==> config.mk <==
export PLATFORM = sky130hd
export DESIGN_NAME = alu_arbiter_flat
export DESIGN_NICKNAME = d
export VERILOG_FILES = /design/src/rtl/alu_arbiter_if.sv /design/src/rtl/alu_arbiter.sv /design/src/flat_wrapper.sv
export SDC_FILE = /design/constraint.sdc
export NUM_CORES = 1
export LEC_CHECK = 0
export ABC_AREA = 1
export CORE_AREA = 2 2 123 125
export CTS_BUF_LIST = sky130_fd_sc_hd__clkbuf_16
export CTS_CLUSTER_SIZE = 12
export DETAILED_ROUTE_END_ITERATION = 6
export DIE_AREA = 0 0 125 127
export HOLD_SLACK_MARGIN = 0.05
export PLACE_DENSITY = 0.81
export RECOVER_POWER = 100
export SKIP_CTS_REPAIR_TIMING = 1
export SLEW_MARGIN = 20
export SYNTH_ARGS = -nofsm -noshare
export SYNTH_HDL_FRONTEND = slang
export SYNTH_SLANG_ARGS = --single-unit
==> constraint.sdc <==
create_clock -name clk -period 1.5 [get_ports clk]
set_input_delay 0.15 -clock clk [delete_from_list [all_inputs] [get_ports clk]]
set_output_delay 0.15 -clock clk [all_outputs]
set_load 0.005 [all_outputs]
==> src/rtl/alu_arbiter_if.sv <==
// Request/response and shared-ALU bus between two requesters, the arbiter and the ALU.
// slave is the arbiter side, master is the requester/ALU environment side.
interface alu_arbiter_if #(
    parameter int unsigned DATA_W = 32
);
    logic              req0_valid;
    logic              req0_ready;
    logic [DATA_W-1:0] req0_in0;
    logic [DATA_W-1:0] req0_in1;
    logic [2:0]        req0_op;
    logic              resp0_valid;
    logic [DATA_W-1:0] resp0_data;
    logic              resp0_ready;

    logic              req1_valid;
    logic              req1_ready;
    logic [DATA_W-1:0] req1_in0;
    logic [DATA_W-1:0] req1_in1;
    logic [2:0]        req1_op;
    logic              resp1_valid;
    logic [DATA_W-1:0] resp1_data;
    logic              resp1_ready;

    logic [DATA_W-1:0] alu_in0;
    logic [DATA_W-1:0] alu_in1;
    logic [2:0]        alu_op;
    logic [DATA_W-1:0] alu_out;
    logic              busy;

    modport slave (
        input  req0_valid, req0_in0, req0_in1, req0_op, resp0_ready,
        input  req1_valid, req1_in0, req1_in1, req1_op, resp1_ready,
        input  alu_out,
        output req0_ready, resp0_valid, resp0_data,
        output req1_ready, resp1_valid, resp1_data,
        output alu_in0, alu_in1, alu_op, busy
    );

    modport master (
        output req0_valid, req0_in0, req0_in1, req0_op, resp0_ready,
        output req1_valid, req1_in0, req1_in1, req1_op, resp1_ready,
        output alu_out,
        input  req0_ready, resp0_valid, resp0_data,
        input  req1_ready, resp1_valid, resp1_data,
        input  alu_in0, alu_in1, alu_op, busy
    );
endinterface

==> src/rtl/alu_arbiter.sv <==
// Two-requester arbiter for one shared combinational ALU, one operation in flight.
// Define ALU_ARB_RR_EN for round-robin grant; otherwise requester 0 has fixed priority.
module alu_arbiter #(
    parameter int unsigned DATA_W = 32
) (
    input logic         clk,
    input logic         reset_n,
    alu_arbiter_if.slave bus
);

    localparam logic [1:0] IDLE = 2'd0;
    localparam logic [1:0] EXEC = 2'd1;
    localparam logic [1:0] RESP = 2'd2;

    logic [1:0]        state_q, state_d;
    logic [DATA_W-1:0] in0_q, in1_q, res_q;
    logic [2:0]        op_q;
    logic              gnt_q;
    logic              gnt_sel, accept, consume;

`ifdef ALU_ARB_RR_EN
    // rr_q names the requester preferred on the next simultaneous request.
    logic rr_q;

    assign gnt_sel = (bus.req0_valid && bus.req1_valid) ? rr_q : bus.req1_valid;

    always_ff @(posedge clk) begin
        if (!reset_n) begin
            rr_q <= 1'b0;
        end else if (accept) begin
            rr_q <= ~gnt_sel;
        end
    end
`else
    assign gnt_sel = ~bus.req0_valid;
`endif

    assign accept  = reset_n && (state_q == IDLE) && (bus.req0_valid || bus.req1_valid);
    assign consume = (state_q == RESP) && (gnt_q ? bus.resp1_ready : bus.resp0_ready);

    always_comb begin
        state_d = state_q;
        case (state_q)
            IDLE:    if (accept) state_d = EXEC;
            EXEC:    state_d = RESP;
            RESP:    if (consume) state_d = IDLE;
            default: state_d = IDLE;
        endcase
    end

    always_ff @(posedge clk) begin
        if (!reset_n) begin
            state_q <= IDLE;
            in0_q   <= '0;
            in1_q   <= '0;
            op_q    <= '0;
            res_q   <= '0;
            gnt_q   <= 1'b0;
        end else begin
            state_q <= state_d;
            if (accept) begin
                gnt_q <= gnt_sel;
                in0_q <= gnt_sel ? bus.req1_in0 : bus.req0_in0;
                in1_q <= gnt_sel ? bus.req1_in1 : bus.req0_in1;
                op_q  <= gnt_sel ? bus.req1_op  : bus.req0_op;
            end
            if (state_q == EXEC) begin
                res_q <= bus.alu_out;
            end
        end
    end

    // Every output is gated by reset_n so the bus reads 0 while reset is held.
    always_comb begin
        bus.req0_ready  = accept && !gnt_sel;
        bus.req1_ready  = accept && gnt_sel;
        bus.resp0_valid = reset_n && (state_q == RESP) && !gnt_q;
        bus.resp1_valid = reset_n && (state_q == RESP) && gnt_q;
        bus.resp0_data  = bus.resp0_valid ? res_q : '0;
        bus.resp1_data  = bus.resp1_valid ? res_q : '0;
        bus.alu_in0     = (reset_n && (state_q == EXEC)) ? in0_q : '0;
        bus.alu_in1     = (reset_n && (state_q == EXEC)) ? in1_q : '0;
        bus.alu_op      = (reset_n && (state_q == EXEC)) ? op_q  : '0;
        bus.busy        = reset_n && (state_q != IDLE);
    end

endmodule

==> src/flat_wrapper.sv <==
// flat-port wrapper written by rule: the top's interface ports become plain ports
module alu_arbiter_flat 
#(
    parameter int unsigned DATA_W = 32
)
  (clk, reset_n, bus_req0_valid, bus_req0_in0, bus_req0_in1, bus_req0_op, bus_resp0_ready, bus_req1_valid, bus_req1_in0, bus_req1_in1, bus_req1_op, bus_resp1_ready, bus_alu_out, bus_req0_ready, bus_resp0_valid, bus_resp0_data, bus_req1_ready, bus_resp1_valid, bus_resp1_data, bus_alu_in0, bus_alu_in1, bus_alu_op, bus_busy);
  alu_arbiter_if #(.DATA_W(DATA_W)) bus_i ();
  input logic clk;
  input logic reset_n;
  input wire logic [$bits(bus_i.req0_valid)-1:0] bus_req0_valid;
  input wire logic [$bits(bus_i.req0_in0)-1:0] bus_req0_in0;
  input wire logic [$bits(bus_i.req0_in1)-1:0] bus_req0_in1;
  input wire logic [$bits(bus_i.req0_op)-1:0] bus_req0_op;
  input wire logic [$bits(bus_i.resp0_ready)-1:0] bus_resp0_ready;
  input wire logic [$bits(bus_i.req1_valid)-1:0] bus_req1_valid;
  input wire logic [$bits(bus_i.req1_in0)-1:0] bus_req1_in0;
  input wire logic [$bits(bus_i.req1_in1)-1:0] bus_req1_in1;
  input wire logic [$bits(bus_i.req1_op)-1:0] bus_req1_op;
  input wire logic [$bits(bus_i.resp1_ready)-1:0] bus_resp1_ready;
  input wire logic [$bits(bus_i.alu_out)-1:0] bus_alu_out;
  output wire logic [$bits(bus_i.req0_ready)-1:0] bus_req0_ready;
  output wire logic [$bits(bus_i.resp0_valid)-1:0] bus_resp0_valid;
  output wire logic [$bits(bus_i.resp0_data)-1:0] bus_resp0_data;
  output wire logic [$bits(bus_i.req1_ready)-1:0] bus_req1_ready;
  output wire logic [$bits(bus_i.resp1_valid)-1:0] bus_resp1_valid;
  output wire logic [$bits(bus_i.resp1_data)-1:0] bus_resp1_data;
  output wire logic [$bits(bus_i.alu_in0)-1:0] bus_alu_in0;
  output wire logic [$bits(bus_i.alu_in1)-1:0] bus_alu_in1;
  output wire logic [$bits(bus_i.alu_op)-1:0] bus_alu_op;
  output wire logic [$bits(bus_i.busy)-1:0] bus_busy;
  assign bus_i.req0_valid = bus_req0_valid;
  assign bus_i.req0_in0 = bus_req0_in0;
  assign bus_i.req0_in1 = bus_req0_in1;
  assign bus_i.req0_op = bus_req0_op;
  assign bus_i.resp0_ready = bus_resp0_ready;
  assign bus_i.req1_valid = bus_req1_valid;
  assign bus_i.req1_in0 = bus_req1_in0;
  assign bus_i.req1_in1 = bus_req1_in1;
  assign bus_i.req1_op = bus_req1_op;
  assign bus_i.resp1_ready = bus_resp1_ready;
  assign bus_i.alu_out = bus_alu_out;
  assign bus_req0_ready = bus_i.req0_ready;
  assign bus_resp0_valid = bus_i.resp0_valid;
  assign bus_resp0_data = bus_i.resp0_data;
  assign bus_req1_ready = bus_i.req1_ready;
  assign bus_resp1_valid = bus_i.resp1_valid;
  assign bus_resp1_data = bus_i.resp1_data;
  assign bus_alu_in0 = bus_i.alu_in0;
  assign bus_alu_in1 = bus_i.alu_in1;
  assign bus_alu_op = bus_i.alu_op;
  assign bus_busy = bus_i.busy;
  alu_arbiter #(.DATA_W(DATA_W)) u_core (.clk(clk), .reset_n(reset_n), .bus(bus_i));
endmodule
# After elaboration in Yosys (flattened, before gate mapping)
# Cells that the tools add are included.
[word_totals] output_inout_bits=136 in_bits=172 reg_bits=102
[classes] n_reduce_logical=15 n_mux=12 n_bitwise=1 n_eq_ne=4
[ops] operator="two-way mux 32 bit" count=6
[ops] operator="logical AND 1 bit" count=10
[ops] operator="two-way mux 3 bit" count=2
[ops] operator="case mux 2 bit (3 select lines)" count=1
[ops] operator="two-way mux 2 bit" count=2
[ops] operator="inequality test 2 x 1 -> 1 bit, second input constant" count=2
[ops] operator="equality test 2 x 1 -> 1 bit, second input constant" count=1
[ops] operator="equality test 2 bit, second input constant" count=1
[ops] operator="logical NOT 2 bit" count=1
[ops] operator="AND reduction 2 bit" count=1
[ops] operator="nonzero test 2 bit" count=1
[ops] operator="logical NOT 1 bit" count=1
[ops] operator="logical OR 1 bit" count=1
[ops] operator="two-way mux 1 bit" count=1
[ops] operator="inverter 1 bit" count=1

# Longest topological paths before layout
# Gate-level depths: netlist (run 1).
[logic_depth] ltp_word=5 depth_mapped=8

# Worst setup path after synthesis (run 1)
# Ideal clock, no wire load.
[synth_path] kind="register -> output" startpoint="register u_core.state_q[0]" endpoint="output bus_alu_in0[11]" required_time_ps=1350 n_path_buf=2 t_arrival_ps=1026 path_slack_ps=324 path_stages_with_launch=7 path_cell_list="dfxtp_1 > inv_2 > nor2_2 > nand2_1 > buf_2 > buf_2 > nor2_1"
[synth_via] elab_chain_cells=3
[synth_lines] item="from (decl)" line_no="alu_arbiter.sv:15" rtl="logic [1:0] state_q, state_d;"
[synth_lines] item="from (signal assigned)" line_no="alu_arbiter.sv:60" rtl="state_q <= state_d;"
[synth_lines] item="equality test 2 x 1 -> 1 bit" line_no="alu_arbiter.sv:81" rtl="bus.alu_in0 = (reset_n && (state_q == EXEC)) ? in0_q : '0;"
[synth_lines] item="logical AND 1 bit" line_no="alu_arbiter.sv:81"
[synth_lines] item="two-way mux 32 bit" line_no="alu_arbiter.sv:81"
[synth_lines] item="to (decl)" line_no="flat_wrapper.sv:27" rtl="output wire logic [$bits(bus_i.alu_in0)-1:0] bus_alu_in0;"
# No other way between the ends.

# Final worst setup path (run 1)
[layout_path] startpoint="register u_core.state_q[1]" endpoint="output bus_req1_ready"
[layout_via] elab_chain_cells=4
[layout_lines] item="logical NOT 2 bit" line_no="alu_arbiter.sv:38" rtl="assign accept = reset_n && (state_q == IDLE) && (bus.req0_valid || bus.req1_valid);"
[layout_lines] item="logical AND 1 bit (2 in a row)" line_no="alu_arbiter.sv:38"
[layout_lines] item="logical AND 1 bit" line_no="alu_arbiter.sv:76" rtl="bus.req1_ready = accept && gnt_sel;"
[layout_lines] item="to (decl)" line_no="flat_wrapper.sv:24" rtl="output wire logic [$bits(bus_i.req1_ready)-1:0] bus_req1_ready;"
# No other way between the ends.

==> impl_results.md, run 1 <==
- Slew @ Worst Pin: 0.6113 ns
- Worst IR Drop VDD: between 0.4 and 0.5 mV
- Adder-Cell Fraction of Synth Area: 0
- Top Ports: between 300 and 400
- Fraction of the core area covered by cells at the end of the flow: 0.6733
- Final WL: 21610 um
- Net count of the mapped netlist: between 1000 and 1500
- Area fraction in compound gates after synthesis: 0.1357
- Critical Setup Path Class: flop to output port
- Critical path endpoint category: output port
- Fmax: ~560 MHz
- WP buf/inv: 2
- Area share of xor/xnor cells in the synthesized design: 0
- Period Utilization, post-route: 1.190
- Initial antenna violation count: 0
- Die extent in x: around 130 um
- Yosys Warn Count: 0
- Cell count after placement: roughly 1400
- Syn Std Cell Area: 0.005697 mm2
- Headroom to the max-slew limit: 0.5925
- Worst endpoint data arrival time: 1.64 ns
- Routed vias: roughly 6700
- Crit-path cells: nor2_2 -> nand4_1 -> inv_1 -> clkdlybuf4s50_1
- Total negative slack for setup checks: -23.21 ns
- Die height: about 130 um
- Result of the run: complete, but fails checks
- Final setup vio count: about 140
- Worst slack at placement: -0.5046 ns
- Cell family with the largest share of critical-path delay: buffers and inverters
- Number of buffer cells added on primary ports: 307
- Bufs on Longest Clock Path: 2
- Global-route total usage across every layer: 0.2349
- Buffer cell driving the clock tree root: clkbuf_16
- Clock buffers created by TritonCTS: 9
- Initial Util: 0.3950
- Detailed-route vias per instance: between 4 and 5
- Maximum cell stage delay along the critical path: 0.52 ns
- Seq/Total Area, Yosys: 0.3584
- Violations in the final reports: setup timing
- Synthesized netlist cell count: around 900
- TritonCTS clock tree: yes
- Data required time of the critical path: 1.35 ns
- Wire length of the first global-routing pass: just over 30000 um
- Count of H-tree levels built during CTS: 3
- Shortest clock period the worst path allows after layout: approximately 1.8 ns
- Worst min path class: input pin to flop
- Area of the die: 0.01588 mm2
- Number of clock sinks seen by CTS: 102
- Number of search-and-repair iterations in the first detailed-routing pass: 5
- HPWL reported at the end of detailed placement: roughly 14000 um
- Non-filler instance count after layout: 1403
- Aggregate global routing overflow: 0
- Final Hold Viols: 0
- Dominant combinational cell family by area after synthesis: simple AND/OR/NAND/NOR gates
- Area fraction in and, or, nand and nor cells after synthesis: 0.3648
- Average instance area after synthesis: 6.358 um2
- Share of final-layout standard cells stronger than drive strength 1: 0.3240
- Violation count after the first detailed-routing iteration: about 330
- Number of nets at the end of the flow: approximately 1400
- P_leak: just over 4 nW
- Slowest-stage cell, CP: clkdlybuf4s50_1
- Final Skew: 0.008291 ns
- Number of antenna-violating nets in the routed design: 0
- Startpoint kind of the worst setup timing path: flop
- Count of final max-slew check failures: 0
- Mux contribution to synthesized area: 0
- GP Congestion: 0.8959
- Number of fillers in the final layout: approximately 1300
- Ant diodes: 0
- Site Rows: 44
- Total power divided by cell area: 743.6 mW/mm2
- Max-cap violations: 0
- Least setup slack across all paths after layout: -0.2857 ns
- Largest net degree at the start of global routing: 65
- Worst-skew pair later-pin latency: approximately 0.34 ns
- Number of unique standard cell types used by synthesis: 22
- Maximum net fanout on the critical path: 3
- Area growth, synth to finish: 70.48%
- Number of global-route vias before repair: between 6000 and 7000
- Number of storage elements in the synthesis netlist: around 100
- Core area: between 0.01 and 0.015 mm2
- DRC: 0
- CTS clk-pin slew, worst paths: ~0.060 ns
- Setup repair after global routing missed its margin: true
- Average wire per standard cell: roughly 15 um
-- cell families after synthesis --
| family | count (synthesis) |
|---|---|
| DFF | 102 |
| and+or+nand+nor | 484 |
| AOI/OAI and AO/OA | 132 |
| buffers and inverters | 178 |
-- sequential cells by signal (all words and copies together), names as in the netlist --
name,flops
u_core.res_q,32
u_core.op_q,3
u_core.in0_q,32
u_core.state_q,2
u_core.gnt_q,1
u_core.in1_q,32
-- worst paths after layout --
check / startpoint / endpoint / slack [ns] / cells after the start
min reg2reg: u_core.in0_q[4]$_SDFFE_PN0P_ / u_core.in0_q[4]$_SDFFE_PN0P_ / 0.47 / 2
min: bus_req0_valid / u_core.gnt_q$_SDFFE_PN0P_ / 0.32 / 5
max: u_core.state_q[1]$_SDFFE_PN0P_ / bus_req1_ready / -0.29 / 4
max reg2reg: u_core.state_q[0]$_SDFFE_PN0P_ / u_core.in1_q[10]$_SDFFE_PN0P_ / -0.03 / 6
-- metal layers --
layer / global-route usage / up-vias / part of all wire
met1: 0.2726 / 3073 / 0.38
li1: - / 3374 / -
met4: 0.09085 / 0 / 0.029
met5: 0 / - / 0
met3: 0.06030 / 37 / 0.069
met2: 0.4166 / 245 / 0.52
-- synthesized netlist by cell type --
library cell  count  area (um2)
o21ai_0          31       155.2
nand2_1         276        1036
clkbuf_1         20       75.07
a21oi_2          30       262.8
buf_1             1       3.750
nor2_1          135       506.7
nand3_2          31       310.3
nor2_4            1       11.26
o21ai_1           1       5.000
inv_4             2       12.51
nand3_1          38       190.2
nor2_2            1       6.260
nand2_4           1       11.26
a21oi_1          70       350.3
buf_4            10       75.07
inv_2             2       7.510
dfxtp_1         102        2042
nand4_1           1       6.260
buf_6             3       33.78
buf_8             3       45.04
buf_2            29       145.1
inv_1           108       405.4
-- tightest hold or removal path, cell delays in order --
cell and delay [ns]:
buf_2 0.12, inv_4 0.06, nand4_1 0.11, buf_4 0.11
a21oi_1 0.05
-- area by class of cell --
class                      instances  area (um2)  share of cell area
inverter                         112       425.4             0.04380
clock inverter                     7       52.55            0.005411
clock buffer                       9       225.2             0.02319
tap                              184       230.2             0.02371
timing repair buffer             373        3343              0.3442
sequential                       102        2047              0.2108
multi-input combinational        616        3388              0.3489
-- metrics by stage --
| step | total power, mW | hold WS [ns] | area (um2) |
|---|---|---|---|
| floorplan | 3.945 | 0.3010 | 5697 |
| global route | 7.593 | 0.3424 | 9712 |
| detailed placement | 4.741 | 0.4552 | 8967 |
| CTS | 6.968 | 0.3095 | 9245 |
| global placement | 4.713 | 0.4523 | 8967 |
| finish | 7.221 | 0.3171 | 9712 |
-- power by group --
part	switching, mW	total [mW]	internal (mW)
sequential	0.0874	3.01	2.92
clock	0.981	2.24	1.26
combinational	1.04	1.97	0.939
-- placed cells by master (no fill, tap or decap), drive strengths merged --
cell and instances:
a21oi 100, buf 147, bufinv 1, clkbuf 61, clkdlybuf4s50 173, dfxtp 102, dlymetal6s2s 1, inv 118
nand2 277, nand3 69, nand4 1, nor2 137, o21ai 32
Power figures use the tool's default switching activity.
==> inputs of run 2 (changes only) <==
--- a/config.mk
+++ b/config.mk
@@ -11,10 +11,10 @@
 export CTS_CLUSTER_SIZE = 12
 export DETAILED_ROUTE_END_ITERATION = 6
 export DIE_AREA = 0 0 125 127
+export GPL_TIMING_DRIVEN = 1
 export HOLD_SLACK_MARGIN = 0.05
 export PLACE_DENSITY = 0.81
 export RECOVER_POWER = 100
-export SKIP_CTS_REPAIR_TIMING = 1
 export SLEW_MARGIN = 20
 export SYNTH_ARGS = -nofsm -noshare
 export SYNTH_HDL_FRONTEND = slang
==> run 2 against run 1 <==
Effect of this change: the flow still finishes with violations (setup timing); total power about the same; register-to-register slack got worse by 0.02 ns; design area increased by 0.93%; clock power about the same; clock skew decreased by 0.00064 ns; core utilization increased by 0.62 points; critical path type unchanged; critical endpoint is now bus_resp1_data[19]; largest cell class is now buffers.
==> impl_results.md, run 2 (synthesis gave the netlist of run 1 again) <==
- Result of the run: complete, but fails checks (unchanged)
- Violations in the final reports: setup timing (unchanged)
- Number of search-and-repair iterations in the first detailed-routing pass: 5 (unchanged)
- Switching share of power: 0.2923 (was 0.2915)
- Die extent in x: 125 um (unchanged)
- Worst reg2reg startpoint: u_core.state_q[0]$_SDFFE_PN0P_ (unchanged)
- Average wire per standard cell: 15.28 um (was 15.40 um)
- Number of clock sinks seen by CTS: 102 (unchanged)
- CTS clk-pin slew, worst paths: 0.06 ns (about the same)
- Period Utilization, post-route: 1.177 (was 1.190)
- Overall power of the completed layout: 7.218 mW (was 7.221 mW)
- Critical Setup Path Class: flop to output port (unchanged)
- Number of global-route vias before repair: 6332 (was 6074)
- DRC: 0 (unchanged)
- Number of buffers added to fix hold violations after cts: 0
- Share of final-layout standard cells stronger than drive strength 1: 0.3263 (was 0.3240)
- Data required time of the critical path: 1.35 ns (about the same)
- Max-cap violations: 0 (unchanged)
- Largest net degree at the start of global routing: 65 (unchanged)
- Number of buffer cells added on primary ports: 307 (unchanged)
- Total negative slack for setup checks: -17.33 ns (was -23.21 ns)
- Startpoint kind of the worst setup timing path: flop (unchanged)
- Violation count after the first detailed-routing iteration: 344 (was 329)
- Slew @ Worst Pin: 0.5051 ns (was 0.6113 ns)
- Cell depth of the worst flop-to-flop path: 8 (was 6)
- Buffer cell driving the clock tree root: clkbuf_16 (unchanged)
- Final WL: 21630 um (was 21610 um)
- Site Rows: 44 (unchanged)
- Area growth, synth to finish: 72.06% (was 70.48%)
- Min-Delay Path Depth: 6 (was 5)
- GP Congestion: 0.8959 (unchanged)
- Wire length of the first global-routing pass: 32090 um (was 30640 um)
- TritonCTS clock tree: yes (unchanged)
- Worst endpoint data arrival time: 1.62 ns (was 1.64 ns)
- Worst Hold End: u_core.gnt_q$_SDFFE_PN0P_ (unchanged)
- Headroom to the max-slew limit: 0.6633 (was 0.5925)
- Number of fillers in the final layout: 1265 (was 1274)
- Highest-count cells in the layout ignoring fill and taps: nand2_1 (272), clkdlybuf4s50_1 (170), inv_1 (112), dfxtp_1 (100), buf_2 (94) (was nand2_1 (272), clkdlybuf4s50_1 (173), inv_1 (112), dfxtp_1 (100), buf_2 (82))
- Worst-skew pair later-pin latency: 0.34 ns (about the same)
- Ant diodes: 0 (unchanged)
- Final setup vio count: 162 (was 142)
- Count of H-tree levels built during CTS: 3 (unchanged)
- Final Hold Viols: 0 (unchanged)
- P_leak: 4.170 nW (was 4.141 nW)
- Setup repair after global routing missed its margin: true (unchanged)
- Global-route total usage across every layer: 0.2474 (was 0.2349)
- Die height: 127 um (unchanged)
- Start point of the worst min-delay path: bus_req0_valid (unchanged)
- Worst IR Drop VDD: 0.5220 mV (was 0.4775 mV)
- Gate power share: 0.272 (was 0.273)
- Leading cell type in the layout, fill and taps excluded: nand2_1 (unchanged)
- Core area: 0.01442 mm2 (unchanged)
- Least setup slack across all paths after layout: -0.2660 ns (was -0.2857 ns)
- Cell-internal power: 5.109 mW (was 5.117 mW)
- Detailed-route vias per instance: 4.852 (was 4.796)
- Total power divided by cell area: 736.4 mW/mm2 (was 743.6 mW/mm2)
- Reported net switching power: 2.110 mW (was 2.105 mW)
- Initial antenna violation count: 0 (unchanged)
- Aggregate global routing overflow: 0 (unchanged)
- Number of antenna-violating nets in the routed design: 0 (unchanged)
- Clock buffers created by TritonCTS: 9 (unchanged)
- Critical path endpoint category: output port (unchanged)
- HPWL reported at the end of detailed placement: 14270 um (unchanged)
- Fmax: 566.3 MHz (was 560.0 MHz)
- Registers with the highest flip-flop counts: u_core.in0_q: 32 flops, u_core.in1_q: 32 flops, u_core.res_q: 32 flops (unchanged)
- Top Ports: 308 (unchanged)
- Bufs on Longest Clock Path: 2 (unchanged)
- Register-to-register path setup slack: -0.05 ns (was -0.03 ns)
- Routed vias: 6870 (was 6729)
- Count of final max-slew check failures: 0 (unchanged)
- Shortest clock period the worst path allows after layout: 1.766 ns (was 1.786 ns)
- Share of total power in sequential cells: 0.416 (about the same)
- Worst min path class: input pin to flop (unchanged)
- Maximum net fanout on the critical path: 6 (was 3)
- Part of the power in the clock network: 0.312 (was 0.310)
- Worst reg2reg endpoint: u_core.in0_q[26]$_SDFFE_PN0P_ (was u_core.in1_q[10]$_SDFFE_PN0P_)
- Initial Util: 0.3950 (unchanged)
- Number of nets at the end of the flow: 1399 (was 1386)
- Area of the die: 0.01588 mm2 (unchanged)
- Final Skew: 0.007652 ns (was 0.008291 ns)
run 2: how the worst max path moves through the flow:
stage                                         startpoint            endpoint  slack, ns
after CTS                 u_core.state_q[1]$_SDFFE_PN0P_   bus_resp1_data[7]      -0.42
after floorplan           u_core.state_q[0]$_SDFFE_PN0P_     bus_alu_in0[11]       0.32
after detailed placement                         reset_n      bus_alu_in1[5]      -0.50
final                     u_core.state_q[0]$_SDFFE_PN0P_  bus_resp1_data[19]      -0.27
after global routing      u_core.state_q[0]$_SDFFE_PN0P_   bus_resp1_data[1]      -0.33
after global placement                           reset_n      bus_alu_in1[5]      -0.52
run 2: cell type report:
cell class / instances / area [um2] / share of cell area
clock buffer: 9 / 225.2 / 0.02298
clock inverter: 7 / 52.55 / 0.005361
inverter: 112 / 425.4 / 0.04340
multi-input combinational: 616 / 3366 / 0.3434
sequential: 102 / 2049 / 0.2091
tap: 184 / 230.2 / 0.02349
timing repair buffer: 386 / 3453 / 0.3523
run 2: worst max-delay path, cell delays in order (launching register included):
cell	delay, ns
dfxtp_4	0.35
buf_6	0.11
nor2_4	0.15
nand2_4	0.10
buf_12	0.15
buf_6	0.14
nor2_4	0.08
clkdlybuf4s15_2	0.20
run 2: power by group through the flow:
stage | registers (mW) | clock network [mW] | logic, mW
finish | 3.00 | 2.25 | 1.97
global route | 3.02 | 2.41 | 2.15
CTS | 3.00 | 2.28 | 1.80
detailed placement | 3.06 | 0 | 1.68
global placement | 3.05 | 0 | 1.66
floorplan | 3.04 | 0 | 0.905
run 2: metal layers:
metal  vias to the layer above  GRT usage  part of all wire
met5                         -          0                 0
met3                        41    0.06072             0.069
met1                      3166     0.2832              0.39
met4                         0    0.09935             0.029
met2                       268     0.4441              0.52
li1                       3395          -                 -
run 2: what timing repair did:
action	CTS	global route
endpoints found under the setup margin	136	136
resized for setup	417	306
gates cloned	3	4
buffers inserted	27	18
pin swaps	2	9
run 2: stage by stage:
step | instances | hold slack [ns] | worst slack, ns | utilization | cell area [um2]
2_1_floorplan | 896 | 0.3010 | 0.3245 | - | 5697
3_3_place_gp | 1354 | 0.4523 | -0.5208 | 0.6217 | 8967
3_5_place_dp | 1354 | 0.4552 | -0.5046 | 0.6217 | 8967
4_1_cts | 1400 | 0.3093 | -0.4222 | 0.6635 | 9570
5_1_grt | 1416 | 0.4237 | -0.3296 | 0.6796 | 9802
6_report | 1416 | 0.4051 | -0.2660 | 0.6796 | 9802
==> inputs of run 3 (changes only) <==
--- a/config.mk
+++ b/config.mk
@@ -6,14 +6,15 @@
 export NUM_CORES = 1
 export LEC_CHECK = 0
 export ABC_AREA = 1
-export CORE_AREA = 2 2 123 125
+export CORE_AREA = 8 8 116 118
 export CTS_BUF_LIST = sky130_fd_sc_hd__clkbuf_16
 export CTS_CLUSTER_SIZE = 12
 export DETAILED_ROUTE_END_ITERATION = 6
-export DIE_AREA = 0 0 125 127
+export DIE_AREA = 0 0 124 126
+export DONT_BUFFER_PORTS = 1
 export GPL_TIMING_DRIVEN = 1
 export HOLD_SLACK_MARGIN = 0.05
-export PLACE_DENSITY = 0.81
+export PLACE_DENSITY = 0.72
 export RECOVER_POWER = 100
 export SLEW_MARGIN = 20
 export SYNTH_ARGS = -nofsm -noshare
==> run 3 against run 2 <==
Effect of this change: the run still ends with setup timing left; wire length shrank 16%; clock power grew 17%; cell count shrank 25%; design area shrank 30%; die area shrank 1.6%; total power shrank 4.2%; non-clock buffer count shrank 321; clock skew shrank 0.0013 ns; worst hold slack lost 0.35 ns; worst setup slack gained 0.18 ns; critical endpoint is now bus_resp1_data[16].
==> impl_results.md, run 3 (synthesis gave the netlist of run 1 again) <==
- Final Hold Viols: 0 (unchanged)
- Initial Util: 0.4864 (was 0.3950)
- Core area: 0.01171 mm2 (was 0.01442 mm2)
- Max-cap violations: 0 (unchanged)
- Switching share of power: 0.2785 (was 0.2923)
- Cell-internal power: 4.990 mW (was 5.109 mW)
- Area of the die: 0.01562 mm2 (was 0.01588 mm2)
- Cell count after placement: 1005 (was 1354)
- Final setup vio count: 103 (was 162)
- Share of final-layout standard cells stronger than drive strength 1: 0.2108 (was 0.3263)
- Wire length of the first global-routing pass: 25790 um (was 32090 um)
- GP Congestion: 0.7460 (was 0.8959)
- Site Rows: 40 (was 44)
- Initial antenna violation count: 0 (unchanged)
- Overall power of the completed layout: 6.916 mW (was 7.218 mW)
- Ant diodes: 0 (unchanged)
- Leading cell type in the layout, fill and taps excluded: nand2_1 (unchanged)
- Launching element of the worst setup path: u_core.state_q[1]$_SDFFE_PN0P_ (was u_core.state_q[0]$_SDFFE_PN0P_)
- Number of nets at the end of the flow: 1078 (was 1399)
- Global-route total usage across every layer: 0.2018 (was 0.2474)
- Data required time of the critical path: 1.35 ns (about the same)
- Die height: 126 um (was 127 um)
- Top Ports: 308 (unchanged)
- Least setup slack across all paths after layout: -0.08591 ns (was -0.2660 ns)
- CTS clk-pin slew, worst paths: 0.07 ns (was 0.06 ns)
- Average wire per standard cell: 17.10 um (was 15.28 um)
- Startpoint kind of the worst setup timing path: flop (unchanged)
- Routed vias: 5587 (was 6870)
- Number of clock sinks seen by CTS: 102 (unchanged)
- Final Skew: 0.006359 ns (was 0.007652 ns)
- Headroom to the max-slew limit: 0.2504 (was 0.6633)
- Worst reg2reg startpoint: u_core.state_q[1]$_SDFFE_PN0P_ (was u_core.state_q[0]$_SDFFE_PN0P_)
- Worst-skew pair later-pin latency: 0.34 ns (about the same)
- Worst slack at placement: 0.2425 ns (was -0.5046 ns)
- Aggregate global routing overflow: 0 (unchanged)
- Worst min path class: input pin to flop (unchanged)
- Buffer cell driving the clock tree root: clkbuf_16 (unchanged)
- Post-CTS setup buffer count: 0 (was 27)
- Number of fillers in the final layout: 1060 (was 1265)
- Fmax: 630.6 MHz (was 566.3 MHz)
- Bufs on Longest Clock Path: 2 (unchanged)
- Start point of the worst min-delay path: reset_n (was bus_req0_valid)
- Critical Setup Path Class: flop to output port (unchanged)
- Period Utilization, post-route: 1.057 (was 1.177)
- Setup repair after global routing missed its margin: true (unchanged)
- Violation count after the first detailed-routing iteration: 415 (was 344)
- Maximum net fanout on the critical path: 14 (was 6)
- Die extent in x: 124 um (was 125 um)
- Reported net switching power: 1.926 mW (was 2.110 mW)
- Number of buffer cells added on primary ports: 0 (was 307)
- Count of H-tree levels built during CTS: 3 (unchanged)
- Number of antenna-violating nets in the routed design: 0 (unchanged)
- DRC: 0 (unchanged)
- Final WL: 18090 um (was 21630 um)
- Area growth, synth to finish: 20.76% (was 72.06%)
- HPWL reported at the end of detailed placement: 12110 um (was 14270 um)
- Part of the power in the clock network: 0.381 (was 0.312)
- Registers with the highest flip-flop counts: u_core.in0_q: 32 flops, u_core.in1_q: 32 flops, u_core.res_q: 32 flops (unchanged)
- Result of the run: complete, but fails checks (unchanged)
- Share of total power in sequential cells: 0.436 (was 0.416)
- Sequential cell area: 0.002044 mm2 (was 0.002049 mm2)
- Number of global-route vias before repair: 5260 (was 6332)
- Shortest clock period the worst path allows after layout: 1.586 ns (was 1.766 ns)
- Worst hold slack: 0.05771 ns (was 0.4051 ns)
- TritonCTS clock tree: yes (unchanged)
- Clock buffers created by TritonCTS: 9 (unchanged)
- Slew @ Worst Pin: 1.124 ns (was 0.5051 ns)
- Worst endpoint data arrival time: 1.44 ns (was 1.62 ns)
- Area of combinational cells with multiple inputs: 0.003144 mm2 (was 0.003366 mm2)
- Instance area after placement: 0.005841 mm2 (was 0.008967 mm2)
- Fraction of the core area covered by cells at the end of the flow: 0.5874 (was 0.6796)
- Gate power share: 0.183 (was 0.272)
- Violations in the final reports: setup timing (unchanged)
- Detailed-route vias per instance: 5.281 (was 4.852)
- Count of final max-slew check failures: 0 (unchanged)
- Non-filler instance count after layout: 1058 (was 1416)
- Critical path endpoint category: output port (unchanged)
- Worst IR Drop VDD: 0.7743 mV (was 0.5220 mV)
- Largest net degree at the start of global routing: 70 (was 65)
- Total negative slack for setup checks: -3.426 ns (was -17.33 ns)
- P_leak: 2.650 nW (was 4.170 nW)
- Non-Filler Cell Area, Final: 0.006879 mm2 (was 0.009802 mm2)
- Number of search-and-repair iterations in the first detailed-routing pass: 5 (unchanged)
- Highest-count cells in the layout ignoring fill and taps: nand2_1 (273), inv_1 (108), dfxtp_1 (100), a21oi_1 (70), nor2_1 (61) (was nand2_1 (272), clkdlybuf4s50_1 (170), inv_1 (112), dfxtp_1 (100), buf_2 (94))
- Total power divided by cell area: 1005 mW/mm2 (was 736.4 mW/mm2)
-- run 3: cell type report --
| cell class | count | share of cell area |
|---|---|---|
| Multi-Input combinational cell | 616 | 0.4571 |
| Sequential cell | 102 | 0.2972 |
| Timing Repair Buffer | 65 | 0.1080 |
| Inverter | 112 | 0.06184 |
| Clock buffer | 9 | 0.03274 |
| Tap cell | 147 | 0.02674 |
| Clock inverter | 7 | 0.01637 |
-- run 3: path summary, 6_finish.rpt --
path | slack [ns] | end | depth (start not counted)
min reg2reg | 0.47 | u_core.in0_q[15]$_SDFFE_PN0P_ | 2
min | 0.06 | u_core.gnt_q$_SDFFE_PN0P_ | 2
max | -0.09 | bus_resp1_data[16] | 6
max reg2reg | 0.10 | u_core.in1_q[1]$_SDFFE_PN0P_ | 5
-- run 3: timing repair --
action,4_1_cts,5_1_grt
endpoints found under the hold margin,34,0
pin swaps,2,0
gates cloned,0,2
resized for setup,24,79
setup endpoints to repair,123,154
hold buffers,35,0
-- run 3: metal layers --
layer | vias up | part of all wire | global-route usage
met5 | - | 0 | 0
met4 | 0 | 0.017 | 0.06723
met3 | 21 | 0.091 | 0.04200
met2 | 264 | 0.50 | 0.3587
met1 | 2548 | 0.39 | 0.2322
li1 | 2754 | - | -
-- run 3: critical path: stages, from the launching register on --
cell     delay (ns)
dfxtp_2        0.36
nand2_1        0.09
nor2_4         0.15
nand2_4        0.10
buf_12         0.17
nor2_2         0.10
buf_4          0.13
-- run 3: power by group through the flow --
stage	registers [mW]	logic (mW)	clock network [mW]
detailed placement	3.06	1.09	0
CTS	3.00	1.19	2.69
floorplan	3.04	0.905	0
finish	3.01	1.27	2.64
global placement	3.05	1.07	0
global route	3.03	1.40	2.80
